**src/rtl/medidor_sequenciador_uc.sv**
```systemverilog
// Control unit that sequences one ultrasonic distance measurement:
// clear datapath, send trigger pulse, wait for echo, wait for the datapath's
// done flag, store the result, then report done or timeout.
//
// Build option: define MEDIDA_CONTINUA_EN to repeat measurements
// automatically, INTERVALO_CYCLES apart. Without it every measurement needs medir.
//
// Ports
//   clock         : single clock, rising edge
//   reset         : asynchronous, active-low
//   medir         : start request, honoured only in INICIAL
//   echo          : sensor echo, already synchronized
//   pronto_medida : one-cycle done flag from the cm-counting datapath
//   trigger       : sensor trigger pin
//   zera          : clears datapath counters and distance register
//   registra      : loads the datapath result into the distance register
//   pronto        : one-cycle measurement-complete pulse
//   timeout_err   : one-cycle timed-out-measurement flag
//   db_estado     : current state code, for debug
module medidor_sequenciador_uc #(
  parameter int unsigned TRIGGER_CYCLES   = 500,
  parameter int unsigned TIMEOUT_CYCLES   = 1500000,
  parameter int unsigned INTERVALO_CYCLES = 5000000
) (
  input  logic       clock,
  input  logic       reset,
  input  logic       medir,
  input  logic       echo,
  input  logic       pronto_medida,
  output logic       trigger,
  output logic       zera,
  output logic       registra,
  output logic       pronto,
  output logic       timeout_err,
  output logic [3:0] db_estado
);

  localparam int unsigned MAX_CYCLES = (TIMEOUT_CYCLES > INTERVALO_CYCLES) ?
                                       TIMEOUT_CYCLES : INTERVALO_CYCLES;
  localparam int unsigned CNT_W      = $clog2(MAX_CYCLES + 1);

  localparam logic [3:0] S_INICIAL       = 4'd0;
  localparam logic [3:0] S_PREPARA       = 4'd1;
  localparam logic [3:0] S_ENVIA_TRIGGER = 4'd2;
  localparam logic [3:0] S_ESPERA_ECHO   = 4'd3;
  localparam logic [3:0] S_MEDIDA        = 4'd4;
  localparam logic [3:0] S_ARMAZENA      = 4'd5;
  localparam logic [3:0] S_FINAL         = 4'd6;
  localparam logic [3:0] S_ERRO          = 4'd7;
`ifdef MEDIDA_CONTINUA_EN
  localparam logic [3:0] S_INTERVALO     = 4'd8;
  localparam logic [3:0] S_POS_MEDIDA    = S_INTERVALO;
`else
  localparam logic [3:0] S_POS_MEDIDA    = S_INICIAL;
`endif

  logic [3:0]       state_q, state_d;
  logic [CNT_W-1:0] cnt_q, cnt_d;
  logic             trigger_q, trigger_d;
  logic             zera_q, zera_d;
  logic             registra_q, registra_d;
  logic             pronto_q, pronto_d;
  logic             timeout_err_q, timeout_err_d;

  // Terminal counts: counter starts at 0 on state entry, so N cycles end at N-1
  logic tc_trigger, tc_timeout;
  assign tc_trigger = (cnt_q == CNT_W'(TRIGGER_CYCLES - 1));
  assign tc_timeout = (cnt_q == CNT_W'(TIMEOUT_CYCLES - 1));
`ifdef MEDIDA_CONTINUA_EN
  logic tc_intervalo;
  assign tc_intervalo = (cnt_q == CNT_W'(INTERVALO_CYCLES - 1));
`endif

  // Next-state, counter and output decode
  always_comb begin
    state_d       = state_q;
    cnt_d         = cnt_q;
    trigger_d     = 1'b0;
    zera_d        = 1'b0;
    registra_d    = 1'b0;
    pronto_d      = 1'b0;
    timeout_err_d = 1'b0;

    case (state_q)
      S_INICIAL:       if (medir) state_d = S_PREPARA;
      S_PREPARA:       state_d = S_ENVIA_TRIGGER;
      S_ENVIA_TRIGGER: if (tc_trigger) state_d = S_ESPERA_ECHO;
      S_ESPERA_ECHO: begin
        if (echo)            state_d = S_MEDIDA;
        else if (tc_timeout) state_d = S_ERRO;
      end
      // A done flag on the timeout cycle still counts as a good measurement
      S_MEDIDA: begin
        if (pronto_medida)   state_d = S_ARMAZENA;
        else if (tc_timeout) state_d = S_ERRO;
      end
      S_ARMAZENA:      state_d = S_FINAL;
      S_FINAL, S_ERRO: state_d = S_POS_MEDIDA;
`ifdef MEDIDA_CONTINUA_EN
      S_INTERVALO:     if (tc_intervalo) state_d = S_PREPARA;
`endif
      default:         state_d = S_INICIAL;
    endcase

    // Counter restarts on every state change and saturates instead of wrapping
    if (state_d != state_q)  cnt_d = '0;
    else if (cnt_q != '1)    cnt_d = cnt_q + CNT_W'(1);

    // Moore outputs decoded from the next state so they register with it
    trigger_d     = (state_d == S_ENVIA_TRIGGER);
    zera_d        = (state_d == S_PREPARA) || (state_d == S_ERRO);
    registra_d    = (state_d == S_ARMAZENA);
    pronto_d      = (state_d == S_FINAL);
    timeout_err_d = (state_d == S_ERRO);
  end

  // State, counter and output registers
  always_ff @(posedge clock or negedge reset) begin
    if (!reset) begin
      state_q       <= S_INICIAL;
      cnt_q         <= '0;
      trigger_q     <= 1'b0;
      zera_q        <= 1'b0;
      registra_q    <= 1'b0;
      pronto_q      <= 1'b0;
      timeout_err_q <= 1'b0;
    end else begin
      state_q       <= state_d;
      cnt_q         <= cnt_d;
      trigger_q     <= trigger_d;
      zera_q        <= zera_d;
      registra_q    <= registra_d;
      pronto_q      <= pronto_d;
      timeout_err_q <= timeout_err_d;
    end
  end

  assign trigger     = trigger_q;
  assign zera        = zera_q;
  assign registra    = registra_q;
  assign pronto      = pronto_q;
  assign timeout_err = timeout_err_q;
  assign db_estado   = state_q;

endmodule
```
**config.mk**
```make
export PLATFORM = sky130hd
export DESIGN_NAME = medidor_sequenciador_uc
export DESIGN_NICKNAME = d
export VERILOG_FILES = /design/src/rtl/medidor_sequenciador_uc.sv
export SDC_FILE = /design/constraint.sdc
export NUM_CORES = 1
export LEC_CHECK = 0
export ABC_AREA = 1
export CAP_MARGIN = 20
export CORE_AREA = 2 2 66 68
export CTS_CLUSTER_DIAMETER = 120
export DETAILED_ROUTE_END_ITERATION = 10
export DIE_AREA = 0 0 68 70
export GPL_TIMING_DRIVEN = 1
export HOLD_SLACK_MARGIN = 0.05
export MAX_ROUTING_LAYER = met4
export PLACE_DENSITY = 0.66
export SLEW_MARGIN = 30
export SYNTH_ARGS = -nofsm -noshare
export SYNTH_HDL_FRONTEND = slang
export SYNTH_SLANG_ARGS = --single-unit
```
**constraint.sdc**
```tcl
create_clock -name clock -period 4.9 [get_ports clock]
set_clock_uncertainty 0.05 [all_clocks]
set_input_delay 0.49 -clock clock [delete_from_list [all_inputs] [get_ports clock]]
set_output_delay 0.49 -clock clock [all_outputs]
set_load 0.01 [all_outputs]
```
# == Word level (Yosys, flattened, before mapping) ==
# Index checks and enable logic that the tools add are counted.
# word_totals
regBits,32
output_inout_bits,9
wordCells,33
# op_classes
add_sub_neg,1
eq_ne,14
mux,8
reduce_logical,3
# ops
op,count
23-bit two-way mux,2
4-bit one-hot mux with 6 select lines,1
23-bit by 1-bit adder with 23-bit output (second input constant),1
23-bit by 21-bit == test with 1-bit output (second input constant),1
23-bit by 9-bit == test with 1-bit output (second input constant),1
23-bit != test (second input constant),1
4-bit by 3-bit == test with 1-bit output (second input constant),5
4-bit two-way mux,5
4-bit by 2-bit == test with 1-bit output (second input constant),3
4-bit by 1-bit == test with 1-bit output (second input constant),2
4-bit zero test,1
4-bit != test,1
2-bit nonzero test,1
1-bit logical OR,1

# == Logic depth before layout (Yosys ltp) ==
# Gate-level depths: netlist of the first run.
# logic_depth
word_depth,6
ltp_mapped,12
ltp_nobuf,12

# == Worst setup path before layout of the first run ==
# OpenSTA, ideal clock, no wires.
# synth_timing
kind,register -> register
startpoint,register cnt_q[0]
endpoint,register cnt_q[15]
setup_time_ns,0.120
arrival_ns,1.504
setup_slack_ns,3.226
path_stages_with_launch,11
n_path_buf,0
synth_period_minus_slack_ns,1.674
cell_sequence,dfrtp_1 > ha_1 > nand2_1 > nor2_4 > nand3_2 > nor2_4 > nand3_4 > nand2_2 > nor2_1 > xor2_1 > nor2_2
# synth_between
elab_chain_cells,6
# synth_rtl
item,line,rtl
from (decl),58,"logic [CNT_W-1:0] cnt_q, cnt_d;"
from (signal assigned),129,cnt_q <= cnt_d;
23-bit by 21-bit == test with 1-bit output,68,assign tc_timeout = (cnt_q == CNT_W'(TIMEOUT_CYCLES - 1));
4-bit two-way mux,"90, 95",
"4-bit two-way mux, on equally long branches","94, 89",
4-bit one-hot mux with 6 select lines,84,case (state_q)
4-bit != test,106,if (state_d != state_q) cnt_d = '0;
23-bit two-way mux / 2-bit nonzero test (equally long branches),-,
# Several ways; a longest one is shown, not always the timed one. The select of a mux whose other input is x is not followed.
# A chain may end at the register's enable or synchronous reset.

# == Worst setup path after layout of the first run ==
# layout_timing
startpoint,register cnt_q[0]
endpoint,register cnt_q[18]
# Same word-level chain as after synthesis.

==> results of run 1 <==
cell families (layout without fill, tap and decap cells):
family / count (synthesis) / in the layout / share of synthesized area
simple gates: 161 / 161 / 0.413
buf+inv: 39 / 59 / 0.0825
compound gates: 16 / 16 / 0.0467
fa+ha+maj: 1 / 1 / 0.00639
flops: 32 / 32 / 0.409
other cells: 1 / 1 / 0.00192
xor+xnor: 9 / 9 / 0.0403
worst min path at each step:
stage | startpoint | to | slack (ns)
floorplan | reset | cnt_q[0] | 0.14
global placement | cnt_q[22] | cnt_q[22] | 0.46
detailed placement | cnt_q[22] | cnt_q[22] | 0.48
CTS | cnt_q[22] | cnt_q[22] | 0.50
global route | cnt_q[22] | cnt_q[22] | 0.52
finish | cnt_q[22] | cnt_q[22] | 0.49
cell type report:
type,instances,area [um2],share of cell area
tap,52,65.1,0.0289
timing repair buffer,14,138,0.0611
multi-input combinational,188,995,0.442
clock buffer,5,68.8,0.0306
clock inverter,3,46.3,0.0206
inverter,37,139,0.0617
sequential,32,801,0.356
layer usage:
layer	GRT usage	part of all wire	vias up
li1	-	-	851
met1	0.272	0.46	770
met2	0.325	0.48	34
met3	0.0644	0.043	4
met4	0.0867	0.016	0
met5	-	0	-
cell usage in the layout (no fill, tap or decap), types with 6 or more instances in the layout:
| cell | netlist | final |
|---|---|---|
| clkdlybuf4s50_1 | 0 | 13 |
| dfrtp_1 | 32 | 32 |
| inv_1 | 32 | 32 |
| nand2_1 | 48 | 48 |
| nand2_2 | 6 | 6 |
| nand3_1 | 25 | 25 |
| nand4_1 | 6 | 6 |
| nor2_1 | 42 | 42 |
| nor2_2 | 17 | 17 |
| o21ai_0 | 10 | 10 |
| xor2_1 | 8 | 8 |
critical path, cell delays in order, from the launching register on:
cell and delay, ns:
dfrtp_1 0.41, ha_1 0.25, nand3_1 0.19, nor2_1 0.08, nand3_1 0.13, nand3_1 0.10, a22oi_1 0.20, nand3_2 0.53
nor2_1 0.28
stage by stage:
stage	power, mW	setup slack [ns]	cell area [um2]
2_1_floorplan	0.326	3.23	1960
3_5_place_dp	0.346	2.55	2140
6_report	0.603	2.58	2250
5_1_grt	0.636	2.34	2250
4_1_cts	0.610	2.55	2250
3_3_place_gp	0.346	2.61	2140
power breakdown:
group	internal, mW	leakage, nW	switching (mW)
Combinational	0.0221	0.476	0.0404
Clock	0.153	0.0548	0.110
Sequential	0.271	0.441	0.00668
flip-flops by register name, indices dropped and copies added, names as in the netlist:
name	count
registra	1
trigger	1
cnt_q	23
timeout_err	1
db_estado	4
pronto	1
zera	1
==> qor.yml, run 1 <==
status:
  run_status: "finished clean"
sta:
  timing.fmax_ghz: 0.431
  worst_pin_slew_ns: 0.627
  max-slew-margin-rel: 0.582
  finalSetupTns_ns: 0
  hold-worst-slack_ns: 0.494
  finalCritPeriodShare: 0.473
  timing.final.hold_violations: 0
  period_minus_slack_ns: 2.32
  rsz0062_at_grt: "no"
  setup_viol_count_final: 0
  final_max_slew_viol_count: 0
worst_setup_path:
  r2r_end: "cnt_q[18]"
  r2r_cells: 8
  timing.reg2reg.setup_slack_ns: 2.58
  last_element_of_the_critical_path: "cnt_q[18]"
  data_arrival_time_of_the_critical_path_ns: 2.47
  critPathMaxFanout: 23
  crit_start: "cnt_q[0]"
  cp-end-kind: "flop"
  kind_of_critical_path: "reg2reg"
  required_time_of_the_critical_path_ns: 5.05
  worstSetupStartpointType: "flop"
  worst_r2r_startpoint: "cnt_q[0]"
global_route:
  grt_first_pass_wirelength_mm: 7.49
  grt_pass1_vias: 1635
  global_route.overflow_total: 0
  number_of_antenna_violations_at_the_first_check_in_global_routing: 0
  grt_max_degree: 33
  track_usage: 0.217
floorplan:
  die_y_um: 70
  ioPinCount: 14
  start_util: 0.472
  horizontal_die_dimension_um: 68
  floorplan.rows: 24
  core_area_um2: 4140
  die_area_um2: 4760
clock_network:
  cts_repair_resize_count: 0
  cts_num_sinks: 32
  clock_insertion_delay_worst_skew_ns: 0.29
  cts_buffers: 5
  cts_hold_repair.buffers: 0
  htree_num_levels: 2
  cts-root-buf: "clkbuf_8"
  cts.clk_slew.worst_paths_ns: 0.07
  post_cts_setup_driven_buffer_insertion_count: 0
  clock_tree.buffer_depth: 2
  tritoncts: "done"
pwr:
  cellLeakagePower_nw: 0.972
  vdd.ir_drop.worst_uv: 208
  powerDensity_nw_per_um2: 268
logic_synthesis:
  synth-seq-cells: 32
  synth_nets: 265
  yosys_warnings: 0
  post_synth_inst_count: 259
  synth-edff-count: 0
  synthArstFlopShare: 1.00
  yosysSeqAreaShare: 0.409
  post_synth_main_area_contributors: "dfrtp_1 (41%), nand2_1 (9.2%), nor2_1 (8.1%)"
  synth.lib_cells_used.distinct: 28
  synth_largest_area_cell: "dfrtp_1"
  postSynth.topFlopCell: "dfrtp_1"
  area_fraction_of_the_dominant_cell_type_after_synthesis: 0.409
  syn-cell-area_um2: 1960
  synth_most_common_cell: "nand2_1"
  yosys-top-cells-count: "nand2_1 (48), nor2_1 (42), dfrtp_1 (32), inv_1 (32), nand3_1 (25)"
  postSynthAreaPerCell_um2: 7.56
drt:
  drt.antenna.violating_nets: 0
  detailedRoute.firstPassIterationCount: 4
  via_density: 5.01
  detail_routed_net_length_per_standard_cell_um: 12.8
  detail_route.drc_violations: 0
  detailroute.via_count: 1659
  drt_iter0_markers: 54
  postRouteWirelength_mm: 4.25
cells_and_area:
  fin_util: 0.543
  final_net_count: 284
  layout_stage_area_growth_over_the_synthesis_result_pct: 15.1
  final_layout_size_suffix_gt1_frac: 0.176
  num-fill-cells: 412
  num_antenna_cells: 0
  post_layout_nonfiller_instances: 331
placement:
  port-buffer-count: 13
  gp_congestion: 0.876
  detailedPlacementHpwl_mm: 3.06
  placed_cells_incl_taps: 323
worst_hold_path:
  worstHoldPathType: "reg2reg"
  min_path_cells: 2
job:
  drv.max_cap_violation_count: 0
(Power assumes the default switching activity.)
==> run 2, diff against run 1 <==
==> constraint.sdc (replaced) <==
create_clock -name clock -period 2.4 [get_ports clock]
set_clock_uncertainty 0.05 [all_clocks]
set_input_delay 0.24 -clock clock [delete_from_list [all_inputs] [get_ports clock]]
set_output_delay 0.24 -clock clock [all_outputs]
set_load 0.01 [all_outputs]
==> qor.yml, run 2 (same netlist as run 1, synthesis figures left out) <==
cells_and_area:
  final_layout_size_suffix_gt1_frac: 0.176  # unchanged
  fin_util: 0.540  # -0.00362
  layout.cells.most_common: "nand2_1"
  largest_reg_flops: 23  # unchanged
  layout_stage_area_growth_over_the_synthesis_result_pct: 14.3
  num_antenna_cells: 0  # unchanged
  max_flop_register: "cnt_q"
  final_net_count: 284  # unchanged
  mostFrequentLayoutCells: "nand2_1 (48), nor2_1 (42), inv_1 (32), dfrtp_1 (32), nand3_1 (25)"
sta:
  rsz0062_at_grt: "no"
  finalSetupTns_ns: 0  # unchanged
  period_minus_slack_ns: 2.03  # -0.290 ns
  setup_viol_count_final: 0  # unchanged
  timing.fmax_ghz: 0.493  # +14%
  hold-worst-slack_ns: 0.299  # -0.196 ns
  finalCritPeriodShare: 0.845  # +0.372
  final_max_slew_viol_count: 0  # unchanged
  timing.final.hold_violations: 0  # unchanged
  postLayoutSetupSlackWorst_ns: 0.371  # -2.21 ns
drt:
  detail_routed_net_length_per_standard_cell_um: 12.5  # -2.8%
  detailroute.via_count: 1665  # +0.36%
  via_density: 5.03  # +0.36%
  detailedRoute.firstPassIterationCount: 4  # unchanged
  detail_route.drc_violations: 0  # unchanged
  drt_iter0_markers: 121  # +120%
  drt.antenna.violating_nets: 0  # unchanged
  postRouteWirelength_mm: 4.13  # -2.8%
floorplan:
  ioPinCount: 14  # unchanged
  die_area_um2: 4760  # unchanged
  floorplan.rows: 24  # unchanged
  core_area_um2: 4140  # unchanged
  start_util: 0.472  # unchanged
  horizontal_die_dimension_um: 68  # unchanged
  die_y_um: 70  # unchanged
global_route:
  grt_max_degree: 33  # unchanged
  number_of_antenna_violations_at_the_first_check_in_global_routing: 0  # unchanged
  track_usage: 0.210  # -0.00659
  grt_first_pass_wirelength_mm: 7.22  # -3.6%
  grt_pass1_vias: 1606  # -1.8%
  global_route.overflow_total: 0  # unchanged
worst_setup_path:
  worst_path_most_repeated_cell: "nand3_1"
  crit_family: "simple AND/OR/NAND/NOR gates"
  kind_of_critical_path: "reg2reg"
  crit_start: "cnt_q[0]"
  bufs_and_invs_on_worst_path: 0  # unchanged
  worst_r2r_startpoint: "cnt_q[0]"
  required_time_of_the_critical_path_ns: 2.56  # -2.49 ns
  max_stage_delay_ns: 0.41  # -0.12 ns
  data_arrival_time_of_the_critical_path_ns: 2.19  # -0.28 ns
  cp-end-kind: "flop"
  worstSetupStartpointType: "flop"
  critical_path.slowest_cell: "dfrtp_1"
  critPathMaxFanout: 23  # unchanged
  crit_path_cell_trace: "ha_1 > nand3_1 > nor2_1 > nand3_1 > nand3_1 > a22oi_1 > nand3_4 > nor2_1"
clock_network:
  cts_hold_repair.buffers: 0  # unchanged
  cts_buffers: 5  # unchanged
  cts_num_sinks: 32  # unchanged
  cts.clk_slew.worst_paths_ns: 0.07  # about the same
  post_cts_setup_driven_buffer_insertion_count: 0  # unchanged
  htree_num_levels: 2  # unchanged
  clock_insertion_delay_worst_skew_ns: 0.29  # about the same
  cts-root-buf: "clkbuf_8"
  clock_tree.buffer_depth: 2  # unchanged
  tritoncts: "done"
pwr:
  powerDensity_nw_per_um2: 501  # +87%
  cellLeakagePower_nw: 0.958  # -1.4%
  totalPowerFinal_mw: 1.12  # +86%
  vdd.ir_drop.worst_uv: 370  # +78%
job:
  drv.max_cap_violation_count: 0  # unchanged
placement:
  placement.setup.worst_slack_ns: 0.231  # -2.32 ns
  detailedPlacementHpwl_mm: 3.10  # +1.3%
  gp_congestion: 0.870  # -0.76%
  port-buffer-count: 13  # unchanged
status:
  run_status: "finished clean"
worst_hold_path:
  worstHoldPathType: "in2async"
run 2: cell count changes in the layout (fill, tap and decap cells not counted), sizes merged:
cell and delta:
clkinv +1, inv -1, bufinv -1, clkinvlp +1
run 2: layer usage:
metal,track usage,routed length (um)
met5,-,0
met3,0.0467,190
met4,0.0933,104
met1,0.257,1900
met2,0.328,1930
run 2: timing repair:
item	CTS	global route
resized for setup	0	1
endpoints found under the hold margin	0	0
setup endpoints to repair	0	3
run 2: where the power goes:
part           total [mW]  internal, mW  leakage [nW]  switching (mW)
clock               0.423         0.205        0.0404           0.218
combinational       0.130        0.0471         0.477          0.0825
sequential          0.568         0.554         0.441          0.0136
total                1.12         0.806         0.958           0.314
run 2: final cells by class:
class / instances / area, um2
fill: 407 / 1910
multi-input combinational: 188 / 1000
sequential: 32 / 801
inverter: 37 / 139
timing repair buffer: 14 / 138
clock buffer: 5 / 68.8
tap: 52 / 65.1
clock inverter: 3 / 23.8
run 2: worst paths after layout:
kind | to | slack [ns] | cells past startpoint
max in group asynchronous | cnt_q[22] | 1.71 | 2
min | cnt_q[5] | 0.30 | 2
max reg2reg | cnt_q[22] | 0.37 | 8
max | cnt_q[22] | 0.37 | 8
min in group clock | cnt_q[22] | 0.52 | 2
min reg2reg | cnt_q[22] | 0.52 | 2
run 2: stage by stage:
stage          cell area, um2  cells
2_1_floorplan            1960    259
3_3_place_gp             2140    323
3_5_place_dp             2140    323
4_1_cts                  2230    331
5_1_grt                  2240    331
6_report                 2240    331
run 2: worst register-to-register path, stage by stage, from the launching register on:
cell and delay [ns]:
dfrtp_1 0.41, ha_1 0.25, nand3_1 0.16, nor2_1 0.08, nand3_1 0.11, nand3_1 0.10, a22oi_1 0.25, nand3_4 0.34
nor2_1 0.20
